$ cat src/rtl/sram_fb_reader_if.sv
// Async SRAM word-bus bundle: the fetcher drives address and enables,
// the memory side returns read data.
interface sram_fb_reader_if;
    logic [17:0] ram_addr;
    logic [15:0] ram_din;
    logic        ram_ce;
    logic        ram_oe;
    logic        ram_we;
    logic        ram_lb;
    logic        ram_hb;

    modport master (
        output ram_addr, ram_ce, ram_oe, ram_we, ram_lb, ram_hb,
        input  ram_din
    );

    modport slave (
        input  ram_addr, ram_ce, ram_oe, ram_we, ram_lb, ram_hb,
        output ram_din
    );
endinterface

$ cat src/rtl/sram_fb_reader.sv
// Framebuffer scan-out fetcher: reads one frame of 12-bit RGB words from async
// SRAM (two clk100 cycles per word) into a small first-word-fall-through FIFO.
module sram_fb_reader #(
    parameter int FIFO_DEPTH = 16,
    parameter int H_WORDS    = 400,
    parameter int V_LINES    = 300
) (
    input  logic                    clk100,
    input  logic                    rst_n,
    input  logic                    frame_start,
    input  logic [17:0]             base_addr,
    sram_fb_reader_if.master        ram,
    input  logic                    pix_pop,
    output logic [11:0]             pix_data,
    output logic                    pix_valid,
    output logic                    underflow,
    output logic                    frame_done
);
    localparam int PTR_W = $clog2(FIFO_DEPTH);
    localparam int CNT_W = PTR_W + 1;
    // One extra counter bit so a frame of exactly 2^18 words can still terminate.
    localparam logic [18:0]      FRAME_WORDS = 19'(H_WORDS * V_LINES);
    localparam logic [CNT_W-1:0] DEPTH       = CNT_W'(FIFO_DEPTH);

    typedef enum logic [1:0] {IDLE, ADDR, CAPTURE} state_t;

    state_t             state_q, state_d;
    logic               active_q, active_d;
    logic [17:0]        base_q, base_d;
    logic [18:0]        word_cnt_q, word_cnt_d;
    logic [17:0]        ram_addr_q, ram_addr_d;
    logic               en_q, en_d;
    logic               frame_done_q, frame_done_d;
    logic               underflow_q, underflow_d;
    logic [PTR_W-1:0]   rd_ptr_q, rd_ptr_d;
    logic [PTR_W-1:0]   wr_ptr_q, wr_ptr_d;
    logic [CNT_W-1:0]   cnt_q, cnt_d;
    logic [11:0]        pix_data_q, pix_data_d;
    logic               pix_valid_q, pix_valid_d;
    logic [11:0]        mem_q [FIFO_DEPTH];
    logic               push, pop;
    logic               unused_din;

    assign unused_din = ^ram.ram_din[15:12];

    always_comb begin
        state_d      = state_q;
        active_d     = active_q;
        base_d       = base_q;
        word_cnt_d   = word_cnt_q;
        ram_addr_d   = ram_addr_q;
        en_d         = en_q;
        frame_done_d = frame_done_q;
        underflow_d  = underflow_q;
        rd_ptr_d     = rd_ptr_q;
        wr_ptr_d     = wr_ptr_q;
        cnt_d        = cnt_q;
        pix_data_d   = pix_data_q;
        pix_valid_d  = pix_valid_q;
        push         = 1'b0;
        pop          = 1'b0;

        if (frame_start) begin
            state_d      = IDLE;
            active_d     = 1'b1;
            base_d       = base_addr;
            word_cnt_d   = '0;
            en_d         = 1'b0;
            frame_done_d = 1'b0;
            underflow_d  = 1'b0;
            rd_ptr_d     = '0;
            wr_ptr_d     = '0;
            cnt_d        = '0;
            pix_data_d   = '0;
            pix_valid_d  = 1'b0;
        end else begin
            pop = pix_pop && pix_valid_q;
            if (pix_pop && !pix_valid_q) underflow_d = 1'b1;

            // The FIFO slot is reserved while a read is in flight, so the
            // refill test counts the word being captured as already stored.
            unique case (state_q)
                IDLE: begin
                    if (active_q && (word_cnt_q < FRAME_WORDS) && (cnt_q < DEPTH)) begin
                        state_d    = ADDR;
                        ram_addr_d = base_q + word_cnt_q[17:0];
                        en_d       = 1'b1;
                    end
                end
                ADDR: state_d = CAPTURE;
                CAPTURE: begin
                    push       = 1'b1;
                    word_cnt_d = word_cnt_q + 19'd1;
                    if (word_cnt_d == FRAME_WORDS) frame_done_d = 1'b1;
                    if ((word_cnt_d < FRAME_WORDS) && ((cnt_q + CNT_W'(1)) < DEPTH)) begin
                        state_d    = ADDR;
                        ram_addr_d = base_q + word_cnt_d[17:0];
                    end else begin
                        state_d = IDLE;
                        en_d    = 1'b0;
                    end
                end
                default: state_d = IDLE;
            endcase

            rd_ptr_d    = rd_ptr_q + PTR_W'(pop);
            wr_ptr_d    = wr_ptr_q + PTR_W'(push);
            cnt_d       = cnt_q + CNT_W'(push) - CNT_W'(pop);
            pix_valid_d = (cnt_d != '0);
            // The new head may be the word being written on this same edge.
            if (cnt_d == '0)
                pix_data_d = '0;
            else if (push && (rd_ptr_d == wr_ptr_q))
                pix_data_d = ram.ram_din[11:0];
            else
                pix_data_d = mem_q[rd_ptr_d];
        end
    end

    always_ff @(posedge clk100 or negedge rst_n) begin
        if (!rst_n) begin
            state_q      <= IDLE;
            active_q     <= 1'b0;
            base_q       <= '0;
            word_cnt_q   <= '0;
            ram_addr_q   <= '0;
            en_q         <= 1'b0;
            frame_done_q <= 1'b0;
            underflow_q  <= 1'b0;
            rd_ptr_q     <= '0;
            wr_ptr_q     <= '0;
            cnt_q        <= '0;
            pix_data_q   <= '0;
            pix_valid_q  <= 1'b0;
        end else begin
            state_q      <= state_d;
            active_q     <= active_d;
            base_q       <= base_d;
            word_cnt_q   <= word_cnt_d;
            ram_addr_q   <= ram_addr_d;
            en_q         <= en_d;
            frame_done_q <= frame_done_d;
            underflow_q  <= underflow_d;
            rd_ptr_q     <= rd_ptr_d;
            wr_ptr_q     <= wr_ptr_d;
            cnt_q        <= cnt_d;
            pix_data_q   <= pix_data_d;
            pix_valid_q  <= pix_valid_d;
        end
    end

    always_ff @(posedge clk100) begin
        if (push) mem_q[wr_ptr_q] <= ram.ram_din[11:0];
    end

    assign ram.ram_addr = ram_addr_q;
    assign ram.ram_ce   = en_q;
    assign ram.ram_oe   = en_q;
    assign ram.ram_lb   = en_q;
    assign ram.ram_hb   = en_q;
    assign ram.ram_we   = 1'b0;
    assign pix_data     = pix_data_q;
    assign pix_valid    = pix_valid_q;
    assign underflow    = underflow_q;
    assign frame_done   = frame_done_q;
endmodule

$ cat src/flat_wrapper.sv
// flat-port wrapper written by rule: the top's interface ports become plain ports
module sram_fb_reader_flat 
#(
    parameter int FIFO_DEPTH = 16,
    parameter int H_WORDS    = 400,
    parameter int V_LINES    = 300
)
  (clk100, rst_n, frame_start, base_addr, pix_pop, pix_data, pix_valid, underflow, frame_done, ram_ram_addr, ram_ram_ce, ram_ram_oe, ram_ram_we, ram_ram_lb, ram_ram_hb, ram_ram_din);
  sram_fb_reader_if ram_i ();
  input  logic clk100;
  input  logic rst_n;
  input  logic frame_start;
  input  logic [17:0] base_addr;
  input  logic pix_pop;
  output logic [11:0] pix_data;
  output logic pix_valid;
  output logic underflow;
  output logic frame_done;
  output wire logic [$bits(ram_i.ram_addr)-1:0] ram_ram_addr;
  output wire logic [$bits(ram_i.ram_ce)-1:0] ram_ram_ce;
  output wire logic [$bits(ram_i.ram_oe)-1:0] ram_ram_oe;
  output wire logic [$bits(ram_i.ram_we)-1:0] ram_ram_we;
  output wire logic [$bits(ram_i.ram_lb)-1:0] ram_ram_lb;
  output wire logic [$bits(ram_i.ram_hb)-1:0] ram_ram_hb;
  input wire logic [$bits(ram_i.ram_din)-1:0] ram_ram_din;
  assign ram_ram_addr = ram_i.ram_addr;
  assign ram_ram_ce = ram_i.ram_ce;
  assign ram_ram_oe = ram_i.ram_oe;
  assign ram_ram_we = ram_i.ram_we;
  assign ram_ram_lb = ram_i.ram_lb;
  assign ram_ram_hb = ram_i.ram_hb;
  assign ram_i.ram_din = ram_ram_din;
  sram_fb_reader #(.FIFO_DEPTH(FIFO_DEPTH), .H_WORDS(H_WORDS), .V_LINES(V_LINES)) u_core (.clk100(clk100), .rst_n(rst_n), .frame_start(frame_start), .base_addr(base_addr), .ram(ram_i), .pix_pop(pix_pop), .pix_data(pix_data), .pix_valid(pix_valid), .underflow(underflow), .frame_done(frame_done));
endmodule
$ cat config.mk
export PLATFORM = sky130hd
export DESIGN_NAME = sram_fb_reader_flat
export DESIGN_NICKNAME = d
export VERILOG_FILES = /design/src/rtl/sram_fb_reader_if.sv /design/src/rtl/sram_fb_reader.sv /design/src/flat_wrapper.sv
export SDC_FILE = /design/constraint.sdc
export NUM_CORES = 1
export LEC_CHECK = 0
export ABC_CLOCK_PERIOD_IN_PS = 4100
export BUFFER_PORTS_ARGS = -buffer_cell sky130_fd_sc_hd__buf_2
export CAP_MARGIN = 20
export CELL_PAD_IN_SITES_DETAIL_PLACEMENT = 1
export CELL_PAD_IN_SITES_GLOBAL_PLACEMENT = 2
export CORE_ASPECT_RATIO = 0.75
export CORE_UTILIZATION = 45
export CTS_CLUSTER_SIZE = 30
export DETAILED_ROUTE_END_ITERATION = 10
export PLACE_DENSITY_LB_ADDON = 0.1
export SLEW_MARGIN = 30
export SYNTH_ARGS = -nofsm -noshare
export SYNTH_HDL_FRONTEND = slang
export SYNTH_SLANG_ARGS = --single-unit
$ cat constraint.sdc
create_clock -name clk100 -period 4.1 [get_ports clk100]
set_input_delay 0.41 -clock clk100 [delete_from_list [all_inputs] [get_ports clk100]]
set_output_delay 0.41 -clock clk100 [all_outputs]
set_load 0.02 [all_outputs]
==> impl_metrics.csv <==
group,metric,value,unit
final_layout,drive_gt1_share,28.8,%
clock_tree,cts.sinks,279,
logic_synthesis,synthTopCellsByArea,"edfxtp_1, dfrtp_1, mux4_2, ha_1, xnor2_1",
sta,clock.fmax,0.264,GHz
logic_synthesis,synth_seq_area_share,64.7,%
global_route,grtUsageTotal,21.3,%
setup_path,crit_chain,"nand2b_1 -> xnor2_1 -> ha_1 -> inv_1 -> fa_1 -> nor2b_1 -> o31ai_1 -> a2111oi_1 -> buf_4 -> nor2_1 -> a211o_1 -> or3_1 -> a21boi_0 -> mux2_2",
placed_design,hpwl,19400,um
setup_path,required,4590,ps
clock_tree,cts-htree-levels,1,
detailed_routing,drtPass1Iterations,8,
clock_tree,insertion_delay,550,ps
clock_tree,clk_path_buf_depth,3,
logic_synthesis,synthDistinctLibCells,60,
final_layout,insertedDiodeCount,0,
detailed_routing,wl_per_cell,23.1,um
global_route,grt_pass1_wl,44500,um
sta,slew_viol_final,0,
clock_tree,root_buffer,"clkbuf_16",
clock_tree,post-cts-setup-buffers,0,
worst_hold_path,hold_path_class,"primary input to asynchronous set/reset pin",
global_route,grt_max_degree,64,
placed_design,placement.io_buffers,70,
detailed_routing,ant_nets,0,
logic_synthesis,yosysWarnings,0,
die,std_cell_rows,51,
sta,clock-skew-final,7.51,ps
sta,fin_crit_sh,92.4,%
setup_path,critPathMaxStageDelay,450,ps
clock_tree,path_clk_slew,60,ps
setup_path,cp.buffers_inverters,2,
setup_path,worst-setup-path-type,"flop to flop",
final_layout,register_area,7940,um^2
setup_path,cp_slowest_cell,"a2111oi_1",
final_layout,multi_input_area,4150,um^2
detailed_routing,drc_errors,10,
placed_design,gp_congestion,0.849,
detailed_routing,num_vias,6907,
final_layout,syn2layout_area_growth,15.1,%
run_status,violations,"DRC, hold timing",
die,dieArea,28000,um^2
logic_synthesis,synth.most_common_cell,"edfxtp_1",
sta,tightestPinTransition,871,ps
die,io_pins,76,
detailed_routing,drt_first_iter_violations,361,
global_route,antenna_found_initial,0,
final_layout,nFillCells,2533,
clock_tree,cts_buffers,28,
final_layout,layout.nets,936,
logic_synthesis,synth-main-ff-cell,"edfxtp_1",
setup_path,crit_family,"compound AO/OA/AOI/OAI gates",
detailed_routing,wl,28500,um
logic_synthesis,synth_common_cells,"edfxtp_1, dfrtp_1, mux4_2",
global_route,overflow,0,
logic_synthesis,syn_inst,771,
power_and_ir_drop,irDropWorstVdd,0.407,mV
logic_synthesis,avgSynthCellArea,15.9,um^2
final_layout,final_cells,1234,
setup_path,cp-start-kind,"flop",
logic_synthesis,syn-num-nets,839,
sta,hold_ws,-27.3,ps
sta,totalNegativeSetupSlack,0,ps
sta,grt_setup_unrepaired,"no",
die,initial_core_util,46.6,%
logic_synthesis,synth_area,12300,um^2
power_and_ir_drop,p_leak,5.38,nW
logic_synthesis,synth_edf_count,192,
sta,min_period,3790,ps
sta,slew_headroom,41.9,%
die,die_width,193,um
die,core_area,26400,um^2
flow_run,maxCapViolations,0,
power_and_ir_drop,finalPower,7.89,mW
die,die_h,145,um
logic_synthesis,yosys_register_bits,279,
clock_tree,tritoncts,"done",
setup_path,crit_arrival,4270,ps
logic_synthesis,yosysTopAreaCellShare,46.9,%
sta,setup_viol,0,
logic_synthesis,yosysTopAreaCell,"edfxtp_1",
power_and_ir_drop,power_density,558,nW/um^2
logic_synthesis,ys_async_sr_fraction,31.2,%
sta,hold_violations,18,
run_status,status,"finished with violations",
detailed_routing,via_per_inst,5.60,
setup_path,end_kind,"flop",
global_route,grt_pass1_vias,7371,
setup_path,crit_path_max_fanout,5,
placed_design,dp_cells,1182,
## layout make-up
cell class | count | area share (%)
Timing Repair Buffer | 104 | 4.39
Tap cell | 344 | 3.04
Multi-Input combinational cell | 431 | 29.3
Clock buffer | 34 | 5.27
Clock inverter | 18 | 1.16
Sequential cell | 279 | 56.2
Inverter | 24 | 0.655
## per-stage QoR
stage | setup slack, ps | utilization (%) | cell area [um^2]
after floorplan | 741 | - | 12300
after global placement | 294 | 50.1 | 13200
after detailed placement | 264 | 50.2 | 13200
after CTS | 228 | 53.6 | 14100
after global routing | 66.8 | 53.7 | 14100
final | 311 | 53.7 | 14100
## power breakdown
group | internal (mW) | switching, mW | total (mW)
clock | 1.43 | 1.08 | 2.51
sequential | 3.24 | 0.124 | 3.36
combinational | 0.952 | 1.06 | 2.01
## layer usage
| metal | up-vias | global-route usage [%] | wire, um |
|---|---|---|---|
| li1 | 3139 | - | - |
| met1 | 3608 | 33.5 | 14300 |
| met2 | 114 | 31.0 | 12600 |
| met3 | 46 | 3.10 | 1010 |
| met4 | 0 | 5.24 | 614 |
| met5 | - | 0 | 0 |
## sequential cells by signal, indices dropped and copies added (netlist names), 4 cells and up
name	cells
u_core.rd_ptr_q	4
u_core.pix_data	12
u_core.mem_q	192
u_core.base_q	18
u_core.ram.ram_addr	18
u_core.wr_ptr_q	4
u_core.word_cnt_q	19
u_core.cnt_q	5
## layout by cell type (no fill, tap or decap), drive strengths merged, types with 17 or more instances in the layout
master,Yosys,routed
edfxtp,192,192
buf,14,104
dfrtp,87,87
mux4,60,60
nor2,55,55
clkbuf,23,34
xnor2,33,33
mux2,33,33
ha,28,28
inv,24,25
nand2,23,23
nor3,22,22
nand3,21,21
and2,19,19
mux2i,17,17
## logic make-up (layout without fill, tap and decap cells)
family	Yosys count	count (layout)	share of synthesized area, %
other	1	1	0.0305
AO/OA/AOI/OAI	61	61	3.43
adder cells (fa/ha/maj)	30	30	3.18
buffers and inverters	61	180	2.18
XOR/XNOR	48	48	3.42
multiplexers	110	110	15.7
AND/OR/NAND/NOR	181	181	7.45
flip-flops	279	279	64.7
## final timing paths
path | start | to | slack, ps | depth (start not counted)
worst min register to register | u_core.state_q[1] | u_core.state_q[1] | 470 | 1
worst max register to register | u_core.state_q[0] | u_core.ram.ram_addr[16] | 310 | 14
min in group clk100 | base_addr[4] | u_core.base_q[4] | 100 | 2
worst max-delay path | u_core.state_q[0] | u_core.ram.ram_addr[16] | 310 | 14
max in group asynchronous | rst_n | u_core.pix_data[4] | 3210 | 2
worst min-delay path | rst_n | u_core.ram.ram_addr[6] | -30 | 1
## what timing repair did
action | CTS | global route
hold endpoints to repair | 0 | 0
resized for setup | 0 | 1
endpoints found under the setup margin | 0 | 1
hold buffers | 0 | 0
Note: power is estimated with default switching activity, not from simulation.
